## src/rtl/display_timing.sv

```systemverilog
// rtl/display_timing.sv - VGA-style raster timing generator with registered sync/blanking outputs
//
// Ports:
//   clk          system clock, rising edge
//   reset_n      synchronous active-low reset
//   horizSync    HSYNC, active low
//   vertSync     VSYNC, active low
//   videoOn      high inside the active picture area
//   pixelColumn  horizontal count, 0..H_TOTAL-1
//   pixelRow     vertical count, 0..V_TOTAL-1
//   pixelTick    one-clk pulse on the first clk of each pixel period
//   frameStart   one-clk pulse when the outputs first show (0,0) after a frame wrap

module display_timing #(
    parameter int CLK_DIV  = 4,
    parameter int H_ACTIVE = 640,
    parameter int H_FP     = 16,
    parameter int H_SYNC   = 96,
    parameter int H_BP     = 48,
    parameter int V_ACTIVE = 480,
    parameter int V_FP     = 10,
    parameter int V_SYNC   = 2,
    parameter int V_BP     = 33
) (
    input  logic       clk,
    input  logic       reset_n,
    output logic       horizSync,
    output logic       vertSync,
    output logic       videoOn,
    output logic [9:0] pixelColumn,
    output logic [9:0] pixelRow,
    output logic       pixelTick,
    output logic       frameStart
);

    localparam int H_TOTAL = H_ACTIVE + H_FP + H_SYNC + H_BP;
    localparam int V_TOTAL = V_ACTIVE + V_FP + V_SYNC + V_BP;

    localparam logic [2:0] DIV_LAST   = 3'(CLK_DIV - 1);
    localparam logic [9:0] H_LAST     = 10'(H_TOTAL - 1);
    localparam logic [9:0] V_LAST     = 10'(V_TOTAL - 1);
    localparam logic [9:0] H_ACT      = 10'(H_ACTIVE);
    localparam logic [9:0] V_ACT      = 10'(V_ACTIVE);
    localparam logic [9:0] HS_START   = 10'(H_ACTIVE + H_FP);
    localparam logic [9:0] HS_END     = 10'(H_ACTIVE + H_FP + H_SYNC);
    localparam logic [9:0] VS_START   = 10'(V_ACTIVE + V_FP);
    localparam logic [9:0] VS_END     = 10'(V_ACTIVE + V_FP + V_SYNC);

    logic [2:0] div_cnt_q, div_cnt_d;
    logic [9:0] h_cnt_q, h_cnt_d;
    logic [9:0] v_cnt_q, v_cnt_d;
    // Set by the first pixel tick after reset; keeps frameStart quiet for the reset-exit frame.
    logic       started_q, started_d;

    logic       hsync_q, hsync_d;
    logic       vsync_q, vsync_d;
    logic       video_on_q, video_on_d;
    logic [9:0] col_q, col_d;
    logic [9:0] row_q, row_d;
    logic       pix_tick_q, pix_tick_d;
    logic       frame_start_q, frame_start_d;

    logic       tick;

    always_comb begin
        tick      = (div_cnt_q == DIV_LAST);
        div_cnt_d = tick ? 3'd0 : div_cnt_q + 3'd1;
        h_cnt_d   = h_cnt_q;
        v_cnt_d   = v_cnt_q;
        started_d = started_q | tick;

        // Line end and frame wrap resolve in the same clk, so no out-of-range count is ever held.
        if (tick) begin
            if (h_cnt_q == H_LAST) begin
                h_cnt_d = 10'd0;
                v_cnt_d = (v_cnt_q == V_LAST) ? 10'd0 : v_cnt_q + 10'd1;
            end else begin
                h_cnt_d = h_cnt_q + 10'd1;
            end
        end

        // Output decode of the current counters; registered below for one clk of latency.
        hsync_d       = !((h_cnt_q >= HS_START) && (h_cnt_q < HS_END));
        vsync_d       = !((v_cnt_q >= VS_START) && (v_cnt_q < VS_END));
        video_on_d    = (h_cnt_q < H_ACT) && (v_cnt_q < V_ACT);
        col_d         = h_cnt_q;
        row_d         = v_cnt_q;
        // divCnt == 0 marks the first clk a new hCount value is held.
        pix_tick_d    = (div_cnt_q == 3'd0);
        frame_start_d = started_q && (div_cnt_q == 3'd0) && (h_cnt_q == 10'd0) && (v_cnt_q == 10'd0);
    end

    always_ff @(posedge clk) begin
        if (!reset_n) begin
            div_cnt_q     <= 3'd0;
            h_cnt_q       <= 10'd0;
            v_cnt_q       <= 10'd0;
            started_q     <= 1'b0;
            hsync_q       <= 1'b1;
            vsync_q       <= 1'b1;
            video_on_q    <= 1'b0;
            col_q         <= 10'd0;
            row_q         <= 10'd0;
            pix_tick_q    <= 1'b0;
            frame_start_q <= 1'b0;
        end else begin
            div_cnt_q     <= div_cnt_d;
            h_cnt_q       <= h_cnt_d;
            v_cnt_q       <= v_cnt_d;
            started_q     <= started_d;
            hsync_q       <= hsync_d;
            vsync_q       <= vsync_d;
            video_on_q    <= video_on_d;
            col_q         <= col_d;
            row_q         <= row_d;
            pix_tick_q    <= pix_tick_d;
            frame_start_q <= frame_start_d;
        end
    end

    assign horizSync   = hsync_q;
    assign vertSync    = vsync_q;
    assign videoOn     = video_on_q;
    assign pixelColumn = col_q;
    assign pixelRow    = row_q;
    assign pixelTick   = pix_tick_q;
    assign frameStart  = frame_start_q;

endmodule

```

## config.mk

```make
export PLATFORM = sky130hd
export DESIGN_NAME = display_timing
export DESIGN_NICKNAME = d
export VERILOG_FILES = /design/src/rtl/display_timing.sv
export SDC_FILE = /design/constraint.sdc
export NUM_CORES = 1
export LEC_CHECK = 0
export ABC_CLOCK_PERIOD_IN_PS = 1750
export CAP_MARGIN = 25
export CORE_MARGIN = 1
export CORE_UTILIZATION = 45
export DETAILED_ROUTE_END_ITERATION = 16
export GPL_ROUTABILITY_DRIVEN = 0
export GPL_TIMING_DRIVEN = 0
export PLACE_DENSITY = 0.67
export RECOVER_POWER = 100
export SLEW_MARGIN = 20
export SYNTH_ARGS = -nofsm -noshare
export SYNTH_HDL_FRONTEND = slang
export SYNTH_SLANG_ARGS = --single-unit
```

## constraint.sdc

```tcl
create_clock -name clk -period 1.75 [get_ports clk]
set_clock_uncertainty 0.1 [all_clocks]
set_input_delay 0.35 -clock clk [delete_from_list [all_inputs] [get_ports clk]]
set_output_delay 0.35 -clock clk [all_outputs]
set_load 0.01 [all_outputs]
```

==> results of run 1 <==
[per-layer routing]
metal	wire length, um	track usage, %	share of wire (%)	up-vias
li1	-	-	-	787
met1	1880	22.4	51	698
met2	1630	25.1	44	27
met3	117	4.97	3.2	5
met4	44	5.44	1.2	0
met5	0	0	0	-
[registers in the layout (all words and copies together), names as in the netlist]
name and count:
col_d 10, pixelColumn 10, pixelRow 10, row_d 10, div_cnt_q 3, frameStart 1, horizSync 1, pixelTick 1
started_q 1, vertSync 1, videoOn 1
[worst max path at each step]
stage                     cells after the start               startpoint                    end
after global placement                        7  div_cnt_q[0]$_SDFF_PP0_  row_d[0]$_SDFFE_PN0P_
after CTS                                     7  div_cnt_q[0]$_SDFF_PP0_  row_d[8]$_SDFFE_PN0P_
after global routing                          8  div_cnt_q[1]$_SDFF_PP0_  row_d[5]$_SDFFE_PN0P_
after floorplan                               7  div_cnt_q[0]$_SDFF_PP0_  row_d[0]$_SDFFE_PN0P_
after detailed placement                      7  div_cnt_q[0]$_SDFF_PP0_  row_d[0]$_SDFFE_PN0P_
final                                         8  div_cnt_q[1]$_SDFF_PP0_  row_d[5]$_SDFFE_PN0P_
[layout make-up]
type                    instances  area (um2)
fillers                       383        1800
multi-input cells             139         992
flip-flops and latches         49         986
repair buffers                 31         298
plain buffers                  12        86.3
clock buffers                   6        82.6
well taps                      52        65.1
inverters                       9        33.8
clock inverters                 2        13.8
[critical path, delay by kind of cell, from the launching register on]
family                   cells  cell delay [ns]
XOR/XNOR                     1             0.11
adder cells (fa/ha/maj)      2             0.26
buffers and inverters        2             0.31
flip-flops                   1             0.36
AND/OR/NAND/NOR              3             0.58
[stage by stage]
| stage | TNS [ns] | util (%) |
|---|---|---|
| floorplan | 0 | - |
| global placement | -4.94 | 54.0 |
| detailed placement | -5.83 | 54.0 |
| CTS | 0 | 57.0 |
| global route | -0.575 | 58.7 |
| finish | -0.0618 | 58.7 |
[layout by cell type, fill, tap and decap left out, types with 3 or more instances in the layout]
| cell type | synthesis | layout |
|---|---|---|
| nand3_1 | 7 | 6 |
| buf_6 | 4 | 4 |
| and2_1 | 24 | 23 |
| ha_1 | 8 | 5 |
| clkdlybuf4s50_1 | 0 | 26 |
| nand4_1 | 10 | 10 |
| o21ai_0 | 8 | 7 |
| clkbuf_1 | 3 | 3 |
| nor4_1 | 3 | 3 |
| and3_1 | 6 | 5 |
| xnor2_1 | 10 | 9 |
| nor2_1 | 18 | 18 |
| nand2_1 | 10 | 9 |
| buf_4 | 1 | 6 |
| nor3_1 | 7 | 6 |
| clkbuf_8 | 0 | 6 |
| inv_1 | 9 | 9 |
| dfxtp_1 | 49 | 47 |
[what timing repair did]
item,in CTS,in global routing
gates cloned,0,0
pin swaps,1,3
resized for setup,5,15
buffers inserted,2,3
hold buffers,0,0
endpoints found under the setup margin,13,14
[power by group through the flow]
stage / Combinational [mW] / Clock, mW / Sequential (mW)
2_1_floorplan: 0.0461 / 0 / 1.17
3_3_place_gp: 0.0763 / 0 / 1.17
3_5_place_dp: 0.0783 / 0 / 1.17
4_1_cts: 0.0791 / 0.701 / 1.14
5_1_grt: 0.101 / 0.763 / 1.15
6_report: 0.0877 / 0.674 / 1.15
[logic make-up (layout without fill, tap and decap cells)]
group / Yosys count / in the layout
compound gates: 17 / 17
xor+xnor: 11 / 11
flops: 49 / 49
simple gates: 103 / 103
fa+ha+maj: 8 / 8
buf+inv: 21 / 60
==> summary.md, run 1 <==
| Metric | Value |
|---|---|
| Critical path's largest stage delay | `0.40 ns` |
| RR Startpoint | `div_cnt_q[1]$_SDFF_PP0_` |
| WHS | `between 0.3 and 0.4 ns` |
| DRC | `1` |
| FMAX | `552 MHz` |
| Row cnt | `24` |
| Root buffer cell | `clkbuf_8` |
| Synth cell count leaders | `49 x dfxtp_1, 24 x and2_1, 18 x nor2_1` |
| Die X | `69.1 um` |
| Pleak | `0.958 nW` |
| Switch Pwr | `0.411 mW` |
| Hold WC Path Type | `reg -> reg` |
| Drt first pass iters | `10` |
| Synthesized area | `roughly 0.002 mm2` |
| Pwr Density | `745 mW/mm2` |
| Worst-Skew Late Latency | `~0.3 ns` |
| Status | `complete, but fails checks` |
| Number of antenna diodes | `0` |
| Synth Area in Compound Gates | `5.31%` |
| Worst ir drop on vdd | `568 uV` |
| Hold depth | `1` |
| Syn Nets | `219` |
| R2R depth | `8` |
| Worst setup SP type | `flop` |
| DRC violation total after the first TritonRoute iteration | `102` |
| Worst R2R Setup Slack | `-0.06 ns` |
| Layout cells sized above 1 | `17.3%` |
| CTS sink cnt | `49` |
| Adder-cell share of the synthesized area | `4.94%` |
| Int Pwr | `1.50 mW` |
| IO buf count | `26` |
| Area growth syn-to-layout | `26.3%` |
| Initial Util | `46.5%` |
| H-tree depth | `2` |
| Hold_sp | `div_cnt_q[0]$_SDFF_PP0_` |
| GRT Resource Usage Total | `16.5%` |
| Synth area leader | `dfxtp_1` |
| Crit path capture type | `flop` |
| Post-synth top flop | `dfxtp_1` |
| Crit Path Category | `reg -> reg` |
| Post-synth EDFFs | `0` |
| DRT antenna net count | `0` |
| Max cap viols | `0` |
| Core ar. | `around 0.0044 mm2` |
| Drt wl/cell | `12.2 um` |
| Clock Power Share | `a little over a third` |
| Slowest CP cell | `nor4_4` |
| Die height | `69.1 um` |
| Placed cell count | `287` |
| Initial antenna violation count | `0` |
| Comb power frac | `4.6%` |
| Synth Area in Simple Gates | `approximately 31%` |
| GRT Residual Overflow | `0` |
| Syn. warnings | `0` |
| Final instance area | `about 0.0026 mm2` |
| Total number of vias | `1,517` |
| Failing checks | `DRC, setup timing` |
| Largest net degree at the start of global routing | `16` |
| Tightest Pin Transition | `0.459 ns` |
| HPWL Detailed | `between 2000 and 3000 um` |
| CP cell instances | `ha_4 -> ha_4 -> buf_6 -> nand4_1 -> nor4_4 -> buf_4 -> xnor2_2 -> nor2_2` |
| Power share of the sequential group | `between 60% and 70%` |
| IO Pins | `27` |
| Final Non-Filler Cells | `300` |
| TritonCTS buffer count | `5` |
| Critical path's most frequent cell | `ha_4` |
| Detailed Route WL | `3670 um` |
| Worst EP required | `1.85 ns` |
| FF-to-FF End | `row_d[5]$_SDFFE_PN0P_` |
| Synth Instances | `209` |
| CTS tree | `yes` |
| Mux share of post-synthesis cell area | `0%` |
| Final min period | `1.81 ns` |
| Synth cell types | `42` |
| Avg Cell Area, Syn | `9.69 um2` |
| Die area | `~0.0048 mm2` |
| Switching share of power | `between 20% and 30%` |
| Final WS setup | `-0.0618 ns` |
| Relative slew slack | `69.4%` |
| Seq/Total Area, Yosys | `48.4%` |
| Final nets | `around 260` |
| CP Max Fanout | `7` |
| Number of global-route vias before repair | `1,338` |
| Clock tree buffer depth | `2` |
| Vias per cell | `5.06` |
| Final slew viol count | `0` |
| First-pass GRT wire length | `around 6300 um` |
| Critical path data arrival time | `1.91 ns` |
| FF+latch count, synth | `49` |
| Final setup viols | `1` |
| Post-synthesis xor/xnor area fraction | `4.76%` |
| Synth area leaders | `dfxtp_1 48%, and2_1 7.4%, ha_1 4.9%` |
| Synth top area share | `48.4%` |
| Clk pin slew, worst setup/hold paths | `0.08 ns` |
| Hold endpoint | `div_cnt_q[0]$_SDFF_PP0_` |
| Largest family of logic cells by synthesized area | `simple AND/OR/NAND/NOR gates` |
| Period Utilization, post-route | `104%` |
| Final hold vios | `0` |
| Total chip power | `about 1.9 mW` |
| Count leader, synth | `dfxtp_1` |
| Placement Cell Area | `0.00235 mm2` |
| Asr flop ratio synth | `0%` |
| Pre-CTS setup slack | `-0.216 ns` |
| RSZ-0062 raised after global routing | `true` |
No activity file was read; power rests on OpenSTA's default activity.
==> run 2, diff against run 1 <==
- CORE_UTILIZATION: 45 -> 38
- PLACE_DENSITY: 0.67 -> 0.59
==> run 2 against run 1 <==
Compared with the run above: the flow now finishes without violations; fmax grew 6.1%; clock power is 24% higher; sequential power hardly changed; final cell count increased by 4.7%; sequential share of layout area barely moved; combinational power is 13% lower; register-to-register slack improved by 0.10 ns; clock-buffer cell count unchanged; flip-flop and latch count unchanged; worst setup slack gained 0.10 ns; non-clock buffer count is 4 lower; via count down 0.53%; highest routed layer unchanged.
==> summary.md, run 2 (synthesized netlist as in run 1, its figures left out) <==
| Metric | Value |
|---|---|
| Drt wl/cell | `11.9 um (-2.5%)` |
| Final nets | `253 (-1.6%)` |
| HPWL Detailed | `2670 um (+5.5%)` |
| Die area | `0.00563 mm2 (+18%)` |
| Die height | `75.0 um (+8.6%)` |
| Crit-path leading delay family | `simple AND/OR/NAND/NOR gates` |
| Period Utilization, post-route | `97.6% (-6.0 points)` |
| CP Max Fanout | `10 (+3)` |
| Total number of vias | `1,509 (-0.53%)` |
| Initial Util | `39.7% (-6.9 points)` |
| CTS sink cnt | `49 (unchanged)` |
| FMAX | `586 MHz (+6.1%)` |
| Total chip power | `2.05 mW (+7.8%)` |
| Multi-input gate area | `971 um2 (-2.1%)` |
| Pleak | `1.00 nW (+4.9%)` |
| Placed cell count | `305 (+6.3%)` |
| Detailed Route WL | `3750 um (+2.0%)` |
| Seq. cell area | `983 um2 (-0.25%)` |
| Final setup viols | `0 (-1)` |
| Final WS setup | `0.0425 ns (+0.104 ns)` |
| Crit Path Category | `reg -> reg` |
| GRT Resource Usage Total | `15.2% (-1.3 points)` |
| Layout cells sized above 1 | `15.6% (-1.8 points)` |
| IO Pins | `27 (unchanged)` |
| Final Non-Filler Cells | `314 (+4.7%)` |
| Hold Buf Count CTS | `0 (unchanged)` |
| Number of global-route vias before repair | `1,356 (+1.3%)` |
| Hold WC Path Type | `reg -> reg` |
| DRT antenna net count | `0 (unchanged)` |
| CTS tree | `yes` |
| Worst setup SP type | `flop` |
| Die X | `75.0 um (+8.6%)` |
| Drt first pass iters | `4 (-6)` |
| H-tree depth | `2 (unchanged)` |
| Row cnt | `26 (+8.3%)` |
| Critical path's most frequent cell | `ha_1` |
| Largest net degree at the start of global routing | `16 (unchanged)` |
| Critical path's largest stage delay | `0.33 ns (-0.07 ns)` |
| WP depth | `7 (-1)` |
| Critical path data arrival time | `1.84 ns (-0.07 ns)` |
| Final slew viol count | `0 (unchanged)` |
| Slowest CP cell | `dfxtp_2` |
| Final hold vios | `0 (unchanged)` |
| Hold depth | `1 (unchanged)` |
| GRT Residual Overflow | `0 (unchanged)` |
| Worst EP required | `1.88 ns (+0.03 ns)` |
| Pre-CTS setup slack | `-0.248 ns (-0.0320 ns)` |
| Status | `finished, final reports clean` |
| Fillers | `522 (+36%)` |
| Max cap viols | `0 (unchanged)` |
| Pwr Density | `805 mW/mm2 (+8.0%)` |
| DRC | `0 (-1)` |
| Tightest Pin Transition | `0.384 ns (-0.0750 ns)` |
| TritonCTS buffer count | `5 (unchanged)` |
| DRC violation total after the first TritonRoute iteration | `94 (-7.8%)` |
| CP cell instances | `ha_1 -> ha_1 -> buf_6 -> and3_2 -> and4_4 -> and3_1 -> nor3_1` |
| Most frequent cells in the layout | `47 x dfxtp_1, 24 x dlygate4sd3_1, 18 x nor2_1, 14 x and2_0` |
| First-pass GRT wire length | `6390 um (+1.3%)` |
| Number of antenna diodes | `0 (unchanged)` |
| Crit path buffers/inverters | `1 (-1)` |
| Root buffer cell | `clkbuf_8` |
| Core ar. | `0.00511 mm2 (+17%)` |
| Vias per cell | `4.81 (-5.0%)` |
| Area growth syn-to-layout | `25.9%` |
| Relative slew slack | `74.4% (+5.0 points)` |
| Clock tree buffer depth | `2 (unchanged)` |
| Final min period | `1.71 ns (-0.104 ns)` |
| Worst ir drop on vdd | `430 uV (-24%)` |
| Most common cell after layout, fill and taps aside | `dfxtp_1` |
| R2R depth | `7 (-1)` |
| Clk pin slew, worst setup/hold paths | `0.09 ns (about the same)` |
| Crit path capture type | `flop` |
| Worst-Skew Late Latency | `0.30 ns (about the same)` |
| WHS | `0.315 ns (-0.0225 ns)` |
| IO buf count | `26 (unchanged)` |
| Initial antenna violation count | `0 (unchanged)` |
| RSZ-0062 raised after global routing | `true` |
[run 2: cell types whose count changed in the layout (fill, tap and decap cells not counted), sizes merged]
cell / delta
clkinv: -2
clkinvlp: +1
clkdlybuf4s50: -24
dlygate4sd3: +24
bufinv: +1
clkbuf: +1
buf: -5
[run 2: layout make-up]
| class | instances | share of cell area (%) |
|---|---|---|
| sequential | 49 | 38.5 |
| tap | 70 | 3.43 |
| clock buffer | 6 | 3.24 |
| buffer | 12 | 3.43 |
| clock inverter | 2 | 1.47 |
| timing repair buffer | 27 | 10.5 |
| inverter | 9 | 1.32 |
| multi-input combinational | 139 | 38.1 |
[run 2: worst reg2reg max path, delay by kind of cell, from the launching register on]
| family | cells | cell delay (ns) |
|---|---|---|
| adders and majority gates | 2 | 0.38 |
| buffers and inverters | 1 | 0.14 |
| DFF | 1 | 0.33 |
| and+or+nand+nor | 4 | 0.70 |
[run 2: worst paths after layout]
check                                              from                       to  slack (ns)
worst min-delay path            div_cnt_q[0]$_SDFF_PP0_  div_cnt_q[0]$_SDFF_PP0_        0.31
worst max-delay path            div_cnt_q[0]$_SDFF_PP0_    row_d[8]$_SDFFE_PN0P_        0.04
worst max register to register  div_cnt_q[0]$_SDFF_PP0_    row_d[8]$_SDFFE_PN0P_        0.04
worst min register to register  div_cnt_q[0]$_SDFF_PP0_  div_cnt_q[0]$_SDFF_PP0_        0.31
[run 2: layer usage]
metal	part of all wire (%)	routed length (um)	up-vias	GRT usage (%)
li1	-	-	782	-
met2	45	1700	34	23.2
met5	0	0	-	0
met4	2.0	74	0	6.50
met1	49	1840	685	21.0
met3	3.5	130	8	2.81
[run 2: what timing repair did]
action | 4_1_cts | 5_1_grt
endpoints found under the setup margin | 13 | 23
pin swaps | 1 | 2
gates resized for setup | 6 | 10
buffers inserted | 0 | 1
[run 2: through the flow]
stage	util (%)	cell area, um2	TNS (ns)
final	50.0	2550	0
after global routing	50.0	2550	-0.130
after CTS	49.3	2520	0
after detailed placement	46.5	2370	-6.12
after global placement	46.5	2370	-5.70
after floorplan	-	2030	0
[run 2: power by group]
part | internal [mW] | leakage (nW) | switching, mW
sequential | 1.13 | 0.397 | 0.00928
clock | 0.465 | 0.0574 | 0.372
combinational | 0.0330 | 0.551 | 0.0429
==> run 3, diff against run 2 <==
- DONT_BUFFER_PORTS: default -> 1
- PLACE_DENSITY: 0.59 -> 0.52
- SLEW_MARGIN: 20 -> 10
==> run 3 against run 2 <==
Compared with the run above: first-iteration DRC count is 23% lower; register-to-register slack improved by 0.04 ns; critical path depth unchanged; via count shrank 2.5%; critical endpoint unchanged; highest routed layer unchanged.
==> summary.md, run 3 (synthesized netlist as in run 1, its figures left out) <==
| Metric | Value |
|---|---|
| Status | `finished, final reports clean` |
| Layout cells sized above 1 | `18.9% (+3.3 points)` |
| Die area | `0.00563 mm2 (unchanged)` |
| Clk pin slew, worst setup/hold paths | `0.09 ns (about the same)` |
| HPWL Detailed | `2740 um (+2.5%)` |
| Core ar. | `0.00511 mm2 (unchanged)` |
| Crit-path leading delay family | `simple AND/OR/NAND/NOR gates` |
| Hold WC Path Type | `in -> reg` |
| Worst EP required | `1.88 ns (about the same)` |
| RSZ-0062 raised after global routing | `true` |
| Placed cell count | `279 (-8.5%)` |
| Fillers | `515 (-1.3%)` |
| Relative slew slack | `63.4% (-11 points)` |
| IO Pins | `27 (unchanged)` |
| Fin util | `46.3% (-3.7 points)` |
| First-pass GRT wire length | `6540 um (+2.4%)` |
| Crit path capture type | `flop` |
| Die X | `75.0 um (unchanged)` |
| Most common cell after layout, fill and taps aside | `dfxtp_1` |
| Most frequent cells in the layout | `46 x dfxtp_1, 18 x nor2_1, 13 x and2_1, 11 x and2_0` |
| Total number of vias | `1,472 (-2.5%)` |
| Period Utilization, post-route | `95.1% (-2.5 points)` |
| Initial antenna violation count | `0 (unchanged)` |
| Top Metal Used | `met4` |
| CP Max Fanout | `6 (-4)` |
| Vias per cell | `5.04 (+4.9%)` |
| Root buffer cell | `clkbuf_8` |
| Initial Util | `39.7% (unchanged)` |
| M1 wire length | `1820 um (-1.1%)` |
| Detailed Route WL | `4000 um (+6.9%)` |
| Largest net degree at the start of global routing | `15 (-1)` |
| DRC violation total after the first TritonRoute iteration | `72 (-23%)` |
| DRC | `0 (unchanged)` |
| Final min period | `1.66 ns (-0.0436 ns)` |
| DRT antenna net count | `0 (unchanged)` |
| Final hold vios | `0 (unchanged)` |
| Worst ir drop on vdd | `264 uV (-38%)` |
| Crit Path Category | `reg -> reg` |
| Routed met3 length | `177 um (+36%)` |
| Final nets | `231 (-8.7%)` |
| CTS sink cnt | `49 (unchanged)` |
| FMAX | `601 MHz (+2.6%)` |
| H-tree depth | `2 (unchanged)` |
| Row cnt | `26 (unchanged)` |
| Pleak | `0.878 nW (-13%)` |
| DR WL met2 | `1910 um (+12%)` |
| CTS tree | `yes` |
| Drt wl/cell | `13.7 um (+15%)` |
| Clock tree buffer depth | `2 (unchanged)` |
| Die height | `75.0 um (unchanged)` |
| Slowest CP cell | `dfxtp_2` |
| Hold Buf Count CTS | `0 (unchanged)` |
| Number of global-route vias before repair | `1,374 (+1.3%)` |
| Final slew viol count | `0 (unchanged)` |
| CP cell instances | `ha_4 -> ha_4 -> buf_6 -> and3_2 -> and4_4 -> and3_1 -> nor3_1` |
| Worst setup SP type | `flop` |
| Number of antenna diodes | `0 (unchanged)` |
| Pwr Density | `864 mW/mm2 (+7.3%)` |
| Worst-Skew Late Latency | `0.30 ns (about the same)` |
| Crit path buffers/inverters | `1 (unchanged)` |
| Critical path's largest stage delay | `0.34 ns (about the same)` |
| Critical path's most frequent cell | `ha_4` |
| Tightest Pin Transition | `0.549 ns (+0.164 ns)` |
| GRT Residual Overflow | `0 (unchanged)` |
| Final setup viols | `0 (unchanged)` |
| GRT Resource Usage Total | `16.1% (+0.88 points)` |
| Drt first pass iters | `4 (unchanged)` |
| Final Non-Filler Cells | `292 (-7.0%)` |
| Critical path data arrival time | `1.79 ns (-0.05 ns)` |
| IO buf count | `0 (-100%)` |
| Max cap viols | `0 (unchanged)` |
| TritonCTS buffer count | `5 (unchanged)` |
| Area growth syn-to-layout | `16.6%` |
## run 3: where the power goes
| part | total [mW] | switching [mW] | internal [mW] |
|---|---|---|---|
| Clock | 0.817 | 0.351 | 0.466 |
| Sequential | 1.15 | 0.0152 | 1.13 |
| Combinational | 0.0768 | 0.0431 | 0.0336 |
| Total | 2.04 | 0.409 | 1.63 |
## run 3: metal layers
| metal | vias to the layer above | global-route usage [%] |
|---|---|---|
| met1 | 700 | 19.6 |
| met5 | - | 0 |
| met2 | 31 | 26.4 |
| met3 | 9 | 4.02 |
| li1 | 732 | - |
| met4 | 0 | 8.18 |
## run 3: what timing repair did
action	CTS	global route
pin swaps	2	2
endpoints found under the hold margin	0	0
buffers inserted	4	1
endpoints found under the setup margin	15	7
resized for setup	16	4
## run 3: final timing paths
kind | from | to | cells after the start | slack [ns]
max reg2reg | div_cnt_q[0]$_SDFF_PP0_ | row_d[8]$_SDFFE_PN0P_ | 7 | 0.09
max | div_cnt_q[0]$_SDFF_PP0_ | row_d[8]$_SDFFE_PN0P_ | 7 | 0.09
min reg2reg | started_q$_SDFF_PN0_ | started_q$_SDFF_PN0_ | 1 | 0.36
min | reset_n | pixelTick$_SDFF_PN0_ | 1 | 0.18
## run 3: layout make-up
cell class | instances | area, um2 | share of cell area (%)
clock inverter | 1 | 30.0 | 1.27
inverter | 9 | 33.8 | 1.43
buffer | 12 | 85.1 | 3.60
sequential | 49 | 985 | 41.7
multi-input combinational | 139 | 1020 | 43.1
timing repair buffer | 5 | 37.5 | 1.59
clock buffer | 7 | 86.3 | 3.65
tap | 70 | 87.6 | 3.71
## run 3: through the flow
stage          TNS, ns  power (mW)  hold WS (ns)  cell area (um2)  setup WS [ns]
5_1_grt        -0.0268        2.14         0.169             2360        -0.0267
4_1_cts              0        2.07         0.159             2340         0.0232
6_report             0        2.04         0.180             2360         0.0861
3_3_place_gp     -1.97        1.23         0.327             2110         -0.235
2_1_floorplan        0        1.21         0.317             2030          0.120
3_5_place_dp     -2.52        1.23         0.346             2110         -0.261
